===== src/rtl/sargantana_icache_pkg.sv =====
// sargantana_icache_pkg
// Shared types and helpers for the icache replacement controller.
//   flush_state_t : flush sequencer states (IDLE, FLUSH, DONE)
//   plru_width()  : number of tree-PLRU bits per set for a given way count
package sargantana_icache_pkg;

    typedef enum logic [1:0] {
        IDLE  = 2'd0,
        FLUSH = 2'd1,
        DONE  = 2'd2
    } flush_state_t;

    // A binary tree over N leaves has N-1 internal nodes.
    function automatic int plru_width(input int n_way);
        return n_way - 1;
    endfunction

endpackage


===== src/rtl/sargantana_icache_lfsr.sv =====
// sargantana_icache_lfsr
// 8-bit Fibonacci LFSR (x^8 + x^6 + x^5 + x^4 + 1), seeded to 8'h01.
// Ports:
//   clk_i, rstn_i    clock, async active-low reset
//   en_i             advance one step
//   out_o [OUT_W]    low OUT_W bits of the current state
module sargantana_icache_lfsr #(
    parameter int OUT_W = 2
) (
    input  logic             clk_i,
    input  logic             rstn_i,
    input  logic             en_i,
    output logic [OUT_W-1:0] out_o
);

    logic [7:0] lfsr_q, lfsr_d;

    assign lfsr_d = en_i ? {lfsr_q[6:0], lfsr_q[7] ^ lfsr_q[5] ^ lfsr_q[4] ^ lfsr_q[3]}
                         : lfsr_q;

    always_ff @(posedge clk_i or negedge rstn_i) begin
        if (!rstn_i) begin
            lfsr_q <= 8'h01;
        end else begin
            lfsr_q <= lfsr_d;
        end
    end

    assign out_o = lfsr_q[OUT_W-1:0];

endmodule


===== src/rtl/sargantana_icache_plru_tree.sv =====
// sargantana_icache_plru_tree
// Combinational tree-PLRU for one set. Nodes are heap-ordered: node n has
// children 2n+1 (left, lower ways) and 2n+2. A node bit of 0 points left.
// Ports:
//   plru_i       [N_WAY-1]   tree bits of the set
//   access_way_i [WAY_W]     way being touched
//   victim_o     [WAY_W]     way reached by following the tree bits
//   upd_mask_o   [N_WAY-1]   nodes on access_way_i's path
//   upd_val_o    [N_WAY-1]   new values for those nodes (point away)
module sargantana_icache_plru_tree #(
    parameter int N_WAY = 4
) (
    input  logic [N_WAY-2:0]         plru_i,
    input  logic [$clog2(N_WAY)-1:0] access_way_i,
    output logic [$clog2(N_WAY)-1:0] victim_o,
    output logic [N_WAY-2:0]         upd_mask_o,
    output logic [N_WAY-2:0]         upd_val_o
);

    localparam int WW = $clog2(N_WAY);
    localparam int PW = N_WAY - 1;

    always_comb begin
        int   node;
        logic bit_v;
        node     = 0;
        victim_o = '0;
        for (int l = 0; l < WW; l++) begin
            bit_v = 1'b0;
            for (int n = 0; n < PW; n++) begin
                if (n == node) bit_v = plru_i[n];
            end
            victim_o[WW-1-l] = bit_v;
            node = 2 * node + 1 + int'(bit_v);
        end
    end

    always_comb begin
        int   node;
        logic a;
        node       = 0;
        upd_mask_o = '0;
        upd_val_o  = '0;
        for (int l = 0; l < WW; l++) begin
            a = access_way_i[WW-1-l];
            for (int n = 0; n < PW; n++) begin
                if (n == node) begin
                    upd_mask_o[n] = 1'b1;
                    upd_val_o[n]  = ~a;
                end
            end
            node = 2 * node + 1 + int'(a);
        end
    end

endmodule


===== src/rtl/sargantana_icache_tzc.sv =====
// sargantana_icache_tzc
// Trailing-zero counter: index of the lowest set bit of in_i.
// Ports:
//   in_i    [WIDTH]          input vector
//   cnt_o   [clog2(WIDTH)]   index of lowest set bit (0 when empty)
//   empty_o                  in_i is all zeros
module sargantana_icache_tzc #(
    parameter int WIDTH = 4
) (
    input  logic [WIDTH-1:0]         in_i,
    output logic [$clog2(WIDTH)-1:0] cnt_o,
    output logic                     empty_o
);

    always_comb begin
        cnt_o   = '0;
        empty_o = ~(|in_i);
        // Scan downwards so the lowest set bit wins.
        for (int i = WIDTH - 1; i >= 0; i--) begin
            if (in_i[i]) begin
                cnt_o = ($clog2(WIDTH))'(i);
            end
        end
    end

endmodule


===== src/rtl/sargantana_icache_repl_ctrl.sv =====
// sargantana_icache_repl_ctrl
// Icache way-replacement and valid-bit controller: invalid-first victim
// selection with PLRU (ICACHE_PLRU_EN defined) or LFSR fallback, single-way
// invalidation and a self-sequenced full flush walking every set.
// Build option: ICACHE_PLRU_EN selects the per-set tree PLRU policy.
// Ports:
//   clk_i, rstn_i                           clock, async active-low reset
//   flush_req_i / flush_busy_o / flush_done_o   flush request and status
//   inval_i, inval_idx_i, inval_way_i       single-way invalidation
//   cache_rd_ena_i, cache_wr_ena_i          lookup / refill of latched victim
//   hit_i, hit_way_i                        lookup result (PLRU touch)
//   cmp_en_i, cline_index_i, way_valid_bits_i   victim selection inputs
//   way_to_replace_o                        registered victim
//   we_valid_o, valid_bit_o, addr_valid_o   valid-bit RAM write port
//   tag_req_valid_o, data_req_valid_o       per-way RAM enables
module sargantana_icache_repl_ctrl
    import sargantana_icache_pkg::*;
#(
    parameter int  ICACHE_N_WAY     = 4,
    parameter int  ICACHE_IDX_WIDTH = 6,
    localparam int WAY_W            = $clog2(ICACHE_N_WAY)
) (
    input  logic                        clk_i,
    input  logic                        rstn_i,
    input  logic                        flush_req_i,
    output logic                        flush_busy_o,
    output logic                        flush_done_o,
    input  logic                        inval_i,
    input  logic [ICACHE_IDX_WIDTH-1:0] inval_idx_i,
    input  logic [WAY_W-1:0]            inval_way_i,
    input  logic                        cache_rd_ena_i,
    input  logic                        cache_wr_ena_i,
    input  logic                        hit_i,
    input  logic [WAY_W-1:0]            hit_way_i,
    input  logic                        cmp_en_i,
    input  logic [ICACHE_IDX_WIDTH-1:0] cline_index_i,
    input  logic [ICACHE_N_WAY-1:0]     way_valid_bits_i,
    output logic [WAY_W-1:0]            way_to_replace_o,
    output logic                        we_valid_o,
    output logic                        valid_bit_o,
    output logic [ICACHE_IDX_WIDTH-1:0] addr_valid_o,
    output logic [ICACHE_N_WAY-1:0]     tag_req_valid_o,
    output logic [ICACHE_N_WAY-1:0]     data_req_valid_o
);

    localparam int N_SETS = 2 ** ICACHE_IDX_WIDTH;
    localparam int PW     = plru_width(ICACHE_N_WAY);

    flush_state_t                state_q, state_d;
    logic [ICACHE_IDX_WIDTH-1:0] cnt_q, cnt_d;
    logic [WAY_W-1:0]            victim_q, victim_d;
    logic                        idle, do_inval, do_wr, do_rd;
    logic [WAY_W-1:0]            first_invalid, policy_way;
    logic                        all_valid;

    // Request decode with inval > wr > rd priority; nothing acts outside IDLE.
    assign idle     = (state_q == IDLE);
    assign do_inval = idle & inval_i;
    assign do_wr    = idle & ~inval_i & cache_wr_ena_i;
    assign do_rd    = idle & ~inval_i & ~cache_wr_ena_i & cache_rd_ena_i;

    always_comb begin
        state_d          = state_q;
        cnt_d            = cnt_q;
        flush_busy_o     = 1'b0;
        flush_done_o     = 1'b0;
        we_valid_o       = 1'b0;
        valid_bit_o      = 1'b0;
        addr_valid_o     = cline_index_i;
        tag_req_valid_o  = '0;
        data_req_valid_o = '0;
        case (state_q)
            IDLE: begin
                if (flush_req_i) state_d = FLUSH;
                if (do_inval) begin
                    addr_valid_o    = inval_idx_i;
                    we_valid_o      = 1'b1;
                    tag_req_valid_o = ICACHE_N_WAY'(1) << inval_way_i;
                end else if (do_wr) begin
                    we_valid_o       = 1'b1;
                    valid_bit_o      = 1'b1;
                    tag_req_valid_o  = ICACHE_N_WAY'(1) << victim_q;
                    data_req_valid_o = ICACHE_N_WAY'(1) << victim_q;
                end else if (do_rd) begin
                    tag_req_valid_o  = '1;
                    data_req_valid_o = '1;
                end
            end
            FLUSH: begin
                flush_busy_o    = 1'b1;
                addr_valid_o    = cnt_q;
                we_valid_o      = 1'b1;
                tag_req_valid_o = '1;
                // Natural wrap returns the counter to 0 on the last set.
                cnt_d           = cnt_q + 1'b1;
                if (cnt_q == ICACHE_IDX_WIDTH'(N_SETS - 1)) state_d = DONE;
            end
            DONE: begin
                flush_done_o = 1'b1;
                state_d      = IDLE;
            end
            default: state_d = IDLE;
        endcase
    end

    always_ff @(posedge clk_i or negedge rstn_i) begin
        if (!rstn_i) begin
            state_q  <= IDLE;
            cnt_q    <= '0;
            victim_q <= '0;
        end else begin
            state_q  <= state_d;
            cnt_q    <= cnt_d;
            victim_q <= victim_d;
        end
    end

    sargantana_icache_tzc #(.WIDTH(ICACHE_N_WAY)) u_tzc (
        .in_i    (~way_valid_bits_i),
        .cnt_o   (first_invalid),
        .empty_o (all_valid)
    );

    assign victim_d         = (idle & cmp_en_i) ? (all_valid ? policy_way : first_invalid)
                                                : victim_q;
    assign way_to_replace_o = victim_q;

`ifdef ICACHE_PLRU_EN
    logic [PW-1:0]               plru_q [N_SETS];
    logic [PW-1:0]               plru_cur, upd_mask, upd_val, plru_set_d;
    logic [WAY_W-1:0]            access_way;
    logic                        plru_we;
    logic [ICACHE_IDX_WIDTH-1:0] plru_addr;

    assign plru_cur   = plru_q[cline_index_i];
    assign access_way = do_wr ? victim_q : hit_way_i;

    sargantana_icache_plru_tree #(.N_WAY(ICACHE_N_WAY)) u_plru_tree (
        .plru_i       (plru_cur),
        .access_way_i (access_way),
        .victim_o     (policy_way),
        .upd_mask_o   (upd_mask),
        .upd_val_o    (upd_val)
    );

    always_comb begin
        plru_we    = 1'b0;
        plru_addr  = cline_index_i;
        plru_set_d = plru_cur;
        if (state_q == FLUSH) begin
            plru_we    = 1'b1;
            plru_addr  = cnt_q;
            plru_set_d = '0;
        end else if (do_wr || (do_rd && hit_i)) begin
            plru_we    = 1'b1;
            plru_set_d = (plru_cur & ~upd_mask) | (upd_val & upd_mask);
        end
    end

    always_ff @(posedge clk_i or negedge rstn_i) begin
        if (!rstn_i) begin
            for (int s = 0; s < N_SETS; s++) plru_q[s] <= '0;
        end else if (plru_we) begin
            plru_q[plru_addr] <= plru_set_d;
        end
    end
`else
    logic unused_hit;
    assign unused_hit = ^{hit_i, hit_way_i};

    sargantana_icache_lfsr #(.OUT_W(WAY_W)) u_lfsr (
        .clk_i  (clk_i),
        .rstn_i (rstn_i),
        .en_i   (do_wr & (&way_valid_bits_i)),
        .out_o  (policy_way)
    );
`endif

endmodule


===== config.mk =====
export PLATFORM = sky130hd
export DESIGN_NAME = sargantana_icache_repl_ctrl
export DESIGN_NICKNAME = d
export VERILOG_FILES = /design/src/rtl/sargantana_icache_pkg.sv /design/src/rtl/sargantana_icache_lfsr.sv /design/src/rtl/sargantana_icache_plru_tree.sv /design/src/rtl/sargantana_icache_tzc.sv /design/src/rtl/sargantana_icache_repl_ctrl.sv
export SDC_FILE = /design/constraint.sdc
export NUM_CORES = 1
export LEC_CHECK = 0
export ABC_AREA = 1
export CORE_ASPECT_RATIO = 0.6
export CORE_MARGIN = 3
export CORE_UTILIZATION = 39
export CTS_BUF_LIST = sky130_fd_sc_hd__clkbuf_16
export DETAILED_ROUTE_END_ITERATION = 12
export GPL_ROUTABILITY_DRIVEN = 0
export PLACE_DENSITY = 0.76
export REMOVE_ABC_BUFFERS = 1
export SETUP_SLACK_MARGIN = 0.5
export SLEW_MARGIN = 20
export SYNTH_ARGS = -nofsm -noshare
export SYNTH_HDL_FRONTEND = slang
export SYNTH_SLANG_ARGS = --single-unit

===== constraint.sdc =====
create_clock -name clk_i -period 1.4 [get_ports clk_i]
set_clock_uncertainty 0.2 [all_clocks]
set_input_delay 0.28 -clock clk_i [delete_from_list [all_inputs] [get_ports clk_i]]
set_output_delay 0.28 -clock clk_i [all_outputs]
set_load 0.01 [all_outputs]

==> results of run 1 <==
==> cell usage in the layout, fill, tap and decap left out, types with 2 or more instances in the layout <==
cell	instances
buf_6	27
dfrtp_1	15
dfrtp_2	2
nor2_8	2
xnor2_1	3
buf_4	23
a21oi_2	4
nand3_1	4
inv_1	21
inv_2	3
clkbuf_16	3
o21ai_0	4
nand4_1	5
xor2_1	4
buf_12	3
nand2_4	6
buf_2	12
o21ai_2	13
clkdlybuf4s50_1	23
nand2_1	33
nor2_4	7
clkdlybuf4s15_2	2
inv_4	3
nand3_2	3
nand3_4	2
o21ai_1	2
nand2_2	7
o211ai_1	4
==> sequential cells by signal, indices dropped and copies added, names as in the netlist <==
name / count
cnt_q: 6
state_q: 2
u_lfsr.lfsr_q: 8
way_to_replace_o: 2
==> worst paths after layout <==
| path | startpoint | to | slack (ns) | cells after the start |
|---|---|---|---|---|
| max | state_q[0] | tag_req_valid_o[2] | -0.68 | 8 |
| min in group clk_i | u_lfsr.lfsr_q[0] | u_lfsr.lfsr_q[1] | 0.33 | 2 |
| max reg2reg | state_q[1] | cnt_q[5] | -0.50 | 10 |
| min | rstn_i | u_lfsr.lfsr_q[5] | 0.17 | 2 |
| max in group asynchronous | rstn_i | u_lfsr.lfsr_q[0] | 0.62 | 2 |
| min reg2reg | u_lfsr.lfsr_q[0] | u_lfsr.lfsr_q[1] | 0.33 | 2 |
==> synth_stat cells (all sizes together) <==
library cell | count | area share
a21oi | 4 | 0.017
buf | 3 | 0.023
dfrtp | 17 | 0.36
dfstp | 1 | 0.022
ha | 1 | 0.011
inv | 27 | 0.085
nand2 | 46 | 0.15
nand3 | 9 | 0.042
nand4 | 5 | 0.026
nor2 | 10 | 0.065
nor3 | 2 | 0.018
nor4 | 1 | 0.011
o211ai | 4 | 0.025
o21ai | 20 | 0.084
xnor2 | 3 | 0.022
xor2 | 5 | 0.037
==> cell type report <==
cell class,instances,area [µm²]
Timing Repair Buffer,93,900.9
Multi-Input combinational cell,110,828.3
Sequential cell,18,454.2
Fill cell,109,264.0
Inverter,27,113.9
Clock buffer,3,75.07
Tap cell,40,50.05
Timing Repair inverter,1,7.507
Clock inverter,1,3.754
==> power by group through the flow <==
stage | Clock (mW) | Combinational [mW] | Sequential [mW]
floorplan | 0 | 0.0154 | 0.539
global placement | 0 | 0.139 | 0.537
detailed placement | 0 | 0.144 | 0.537
CTS | 0.568 | 0.154 | 0.529
global route | 0.608 | 0.179 | 0.530
finish | 0.571 | 0.170 | 0.530
==> metal layers <==
layer	vias up	GRT usage	wire [µm]
met3	35	0.06667	474
met4	0	0.1065	243
met2	96	0.5057	2963
met5	-	0	0
met1	793	0.2920	2256
li1	697	-	-
==> kinds of logic after synthesis <==
kind of cell / Yosys count / share of synthesized area
xor+xnor: 8 / 0.05907
fa+ha+maj: 1 / 0.01055
simple gates: 73 / 0.3143
compound gates: 28 / 0.1266
buf+inv: 30 / 0.1086
flops: 18 / 0.3808
==> stage by stage <==
step / cells / utilization
after floorplan: 155 / -
after global placement: 273 / 0.7152
after detailed placement: 273 / 0.7152
after CTS: 289 / 0.8219
after global routing: 293 / 0.9021
final: 293 / 0.9021
==> critical path: cells and delay by family (launching register included) <==
| family | cells | cell delay [ns] |
|---|---|---|
| buffers and inverters | 1 | 0.13 |
| flip-flops | 1 | 0.44 |
| AND/OR/NAND/NOR | 7 | 0.79 |
==> timing repair <==
| action | CTS | global route |
|---|---|---|
| resized for setup | 150 | 47 |
| buffers inserted | 10 | 4 |
| endpoints found under the setup margin | 38 | 38 |
| pin swaps | 20 | 13 |
| gates cloned | 2 | 0 |
==> flow_summary.ini, run 1 <==
[drt]
routed_wl_um = 5936
wl_per_cell_um = 20.26
routed_via_density = 5.532
ant_nets = 0
drt-initial-drc-count = 103
vias = 1621
dr.pass1.iters = 4
drc = 0

[timing]
rsz0062_at_grt = true
tightest_slew_ns = 0.3564
maxSlewViolCount = 0
fin_ws_ns = -0.6833
whs_ns = 0.1690
fmax_ghz = 0.4800
finalHoldViolations = 0
finalCritPeriodShare = 1.488
relSlewSlack = 0.7624
final.setup.tns_ns = -15.99
setup_violations = 36
min_period_ns = 2.083

[power]
finalPower_mw = 1.271
netSwitchingPower_mw = 0.2643
combPwrFrac = 0.134
peakVddDrop_mv = 0.7439
seqPwrFrac = 0.417
pwr-share-clk = 0.450
p_leak_nw = 1.177
power_density_nw_per_um2 = 522.3
switching_share = 0.2079
p_int_mw = 1.007

[clock_network]
insertion_delay_ns = 0.25
clockBufferDepth = 2
cts-buffers-inserted = 3
clkSinkCount = 18
clkSlewWorstSetupHoldPaths_ns = 0.05
hold_buffers = 0
htreeDepth = 1
cts_tree = yes
cts-root-buf = clkbuf_16

[worst_setup_path]
crit_path_frequent_cell = nand2_1
criticalPathCategory = flip-flop to primary output
cp.required_ns = 0.92
cp.arrival_ns = 1.60
crit_chain = nor2_8, nand3_1, nand2_2, nand2_1, nand2_1, nand2_1, nand2_1, buf_2
cp_max_fo = 6
crit_slowest_cell = dfrtp_2
cp-start-kind = flip-flop
end_kind = primary output
crit_path_max_incr_delay_ns = 0.44

[placement]
io_buffers = 44
dp_hpwl_um = 3158
post-place-ws_ns = -1.057
placed_cell_area_um2 = 1929

[global_route]
grt.total_usage = 0.2699
grt_pass1_wl_um = 8066
grt_pass1_vias = 1620
grt_overflow_total = 0
grt_antenna_before_repair = 0
grt_max_degree = 19

[cells_and_area]
stdcell_area_um2 = 2434
area_growth_pct = 105.2
layout-drive-gt1-share = 0.5217
nets = 283
diodes = 0

[job]
cap_viol_max_count = 0

[run_status]
run_status = finished with violations
violations = setup timing

[die]
ios = 48
rows = 14
coreArea_um2 = 2698
die_x_um = 77.20
die-area_um2 = 3761
start_util = 0.4397
die_h_um = 48.72

[logic_synthesis]
syn_area_per_cell_um2 = 7.507
syn_area_um2 = 1186
ys_seq_area_frac = 0.3808
synthCells = 158
synth-seq-cells = 18
ys.warnings.count = 0
synth_cell_types = 24

[worst_hold_path]
hold_class = primary input to async pin
Note: power is estimated with default switching activity, not from simulation.
==> run 2, diff against run 1 <==
--- a/config.mk
+++ b/config.mk
@@ -6,13 +6,15 @@
 export NUM_CORES = 1
 export LEC_CHECK = 0
 export ABC_AREA = 1
+export CELL_PAD_IN_SITES_DETAIL_PLACEMENT = 0
+export CELL_PAD_IN_SITES_GLOBAL_PLACEMENT = 1
 export CORE_ASPECT_RATIO = 0.6
 export CORE_MARGIN = 3
-export CORE_UTILIZATION = 39
+export CORE_UTILIZATION = 27
 export CTS_BUF_LIST = sky130_fd_sc_hd__clkbuf_16
 export DETAILED_ROUTE_END_ITERATION = 12
 export GPL_ROUTABILITY_DRIVEN = 0
-export PLACE_DENSITY = 0.76
+export PLACE_DENSITY_LB_ADDON = 0.1
 export REMOVE_ABC_BUFFERS = 1
 export SETUP_SLACK_MARGIN = 0.5
 export SLEW_MARGIN = 20
==> flow_summary.ini, run 2 (synthesis results as in run 1) <==
[run_status]
run_status = finished with violations
violations = setup timing

[timing]
final.setup.tns_ns = -11.73
maxSlewViolCount = 0
relSlewSlack = 0.8260
finalCritPeriodShare = 1.420
rsz0062_at_grt = true
fin_ws_ns = -0.5882
fmax_ghz = 0.5030
min_period_ns = 1.988
finalHoldViolations = 0
tightest_slew_ns = 0.2602
setup_violations = 35

[die]
ios = 48
die-area_um2 = 5250
start_util = 0.3014
die_h_um = 57.34
coreArea_um2 = 3935
rows = 17
die_x_um = 91.57

[clock_network]
hold_buffers = 0
clockBufferDepth = 2
cts-root-buf = clkbuf_16
insertion_delay_ns = 0.25
clkSlewWorstSetupHoldPaths_ns = 0.05
cts-buffers-inserted = 3
htreeDepth = 1
cts_tree = yes
clkSinkCount = 18

[worst_setup_path]
r2r-start = state_q[0]
criticalPathCategory = flip-flop to primary output
cp-start-kind = flip-flop
cp_max_fo = 4
end_kind = primary output
r2r-end = cnt_q[5]
reg2reg_depth = 11
cp.arrival_ns = 1.51
cp.required_ns = 0.92
crit_start = state_q[0]
r2r_slack_ns = -0.36

[cells_and_area]
stdcell_area_um2 = 2223
utilization = 0.5650
mostFrequentLayoutCells = nand2_1, buf_4, clkdlybuf4s50_1
diodes = 0
final_common_cell = nand2_1
layout-drive-gt1-share = 0.4240
largestRegisters = u_lfsr.lfsr_q: 8 flops, cnt_q: 6 flops
layout.cells.non_filler = 307
num-fill-cells = 377
top_register = u_lfsr.lfsr_q
nets = 280
area_growth_pct = 87.45
largest_register_ffs = 8

[drt]
routed_via_density = 4.420
dr.pass1.iters = 4
ant_nets = 0
drc = 0
routed_wl_um = 3954
top_layer = met3
met2_length_um = 1900
vias = 1357
wl_per_cell_um = 12.88
drt-met1-wl_um = 1856
wl_met3_um = 197
drt-initial-drc-count = 37

[global_route]
grt_pass1_wl_um = 6513
grt_antenna_before_repair = 0
grt_overflow_total = 0
grt.total_usage = 0.1533
grt_pass1_vias = 1348
grt_max_degree = 17

[placement]
dp_hpwl_um = 3069
placed_cell_area_um2 = 1961
place_inst = 293
io_buffers = 44
post-place-ws_ns = -1.037

[job]
cap_viol_max_count = 0

[worst_hold_path]
hold_class = primary input to async pin

[power]
p_leak_nw = 1.059
power_density_nw_per_um2 = 567.4
peakVddDrop_mv = 0.5231
## run 2: cell types whose count changed in the layout (fill, tap and decap cells not counted), moves of 3 or more
cell     previous run  this run
nand2_1            33        38
buf_6              27        14
o21ai_0             4        10
buf_4              23        34
a21oi_2             4         0
o21ai_2            13         6
a21oi_1             0         4
nand2_4             6         2
inv_4               3         0
## run 2: what timing repair did
item | in CTS | in global routing
cloned | 1 | 0
gates resized for setup | 110 | 31
setup endpoints to repair | 38 | 38
pin swaps | 14 | 8
setup buffers | 3 | 6
## run 2: power by group
group	internal (mW)	total, mW	switching, mW
logic	0.104	0.163	0.0582
registers	0.525	0.530	0.00511
clock network	0.380	0.569	0.189
total	1.01	1.26	0.253
## run 2: stage by stage
stage               power (mW)  hold slack (ns)
global placement        0.6788           0.2603
CTS                      1.271          0.06611
global route             1.314          0.07506
finish                   1.261          0.06368
detailed placement      0.6814           0.2790
floorplan               0.5545          -0.2156
## run 2: worst max-delay path, stage by stage (launching register included)
cell     delay, ns
dfrtp_2       0.43
buf_4         0.15
buf_6         0.12
inv_6         0.06
nor2_8        0.04
buf_4         0.13
buf_6         0.10
buf_6         0.10
buf_2         0.13
## run 2: routing by layer
layer,GRT usage,vias to the layer above
met1,0.1976,638
met4,0.02575,0
met3,0.04348,0
li1,-,692
met5,0,-
met2,0.2617,27
## run 2: worst max path at each step
stage,slack (ns),to,cells past startpoint
6_report,-0.59,flush_busy_o,8
3_3_place_gp,-0.95,tag_req_valid_o[0],9
4_1_cts,-0.55,tag_req_valid_o[2],9
2_1_floorplan,-0.35,tag_req_valid_o[3],5
3_5_place_dp,-1.04,tag_req_valid_o[3],7
5_1_grt,-0.63,tag_req_valid_o[1],9
## run 2: area by class of cell
| class | count | area [µm²] | share of cell area |
|---|---|---|---|
| Clock inverter | 1 | 3.754 | 0.001688 |
| Clock buffer | 3 | 75.07 | 0.03376 |
| Timing Repair inverter | 1 | 5.005 | 0.002251 |
| Multi-Input combinational cell | 110 | 711.9 | 0.3202 |
| Tap cell | 57 | 71.32 | 0.03208 |
| Timing Repair Buffer | 90 | 790.8 | 0.3557 |
| Inverter | 27 | 111.4 | 0.05008 |
| Sequential cell | 18 | 454.2 | 0.2043 |
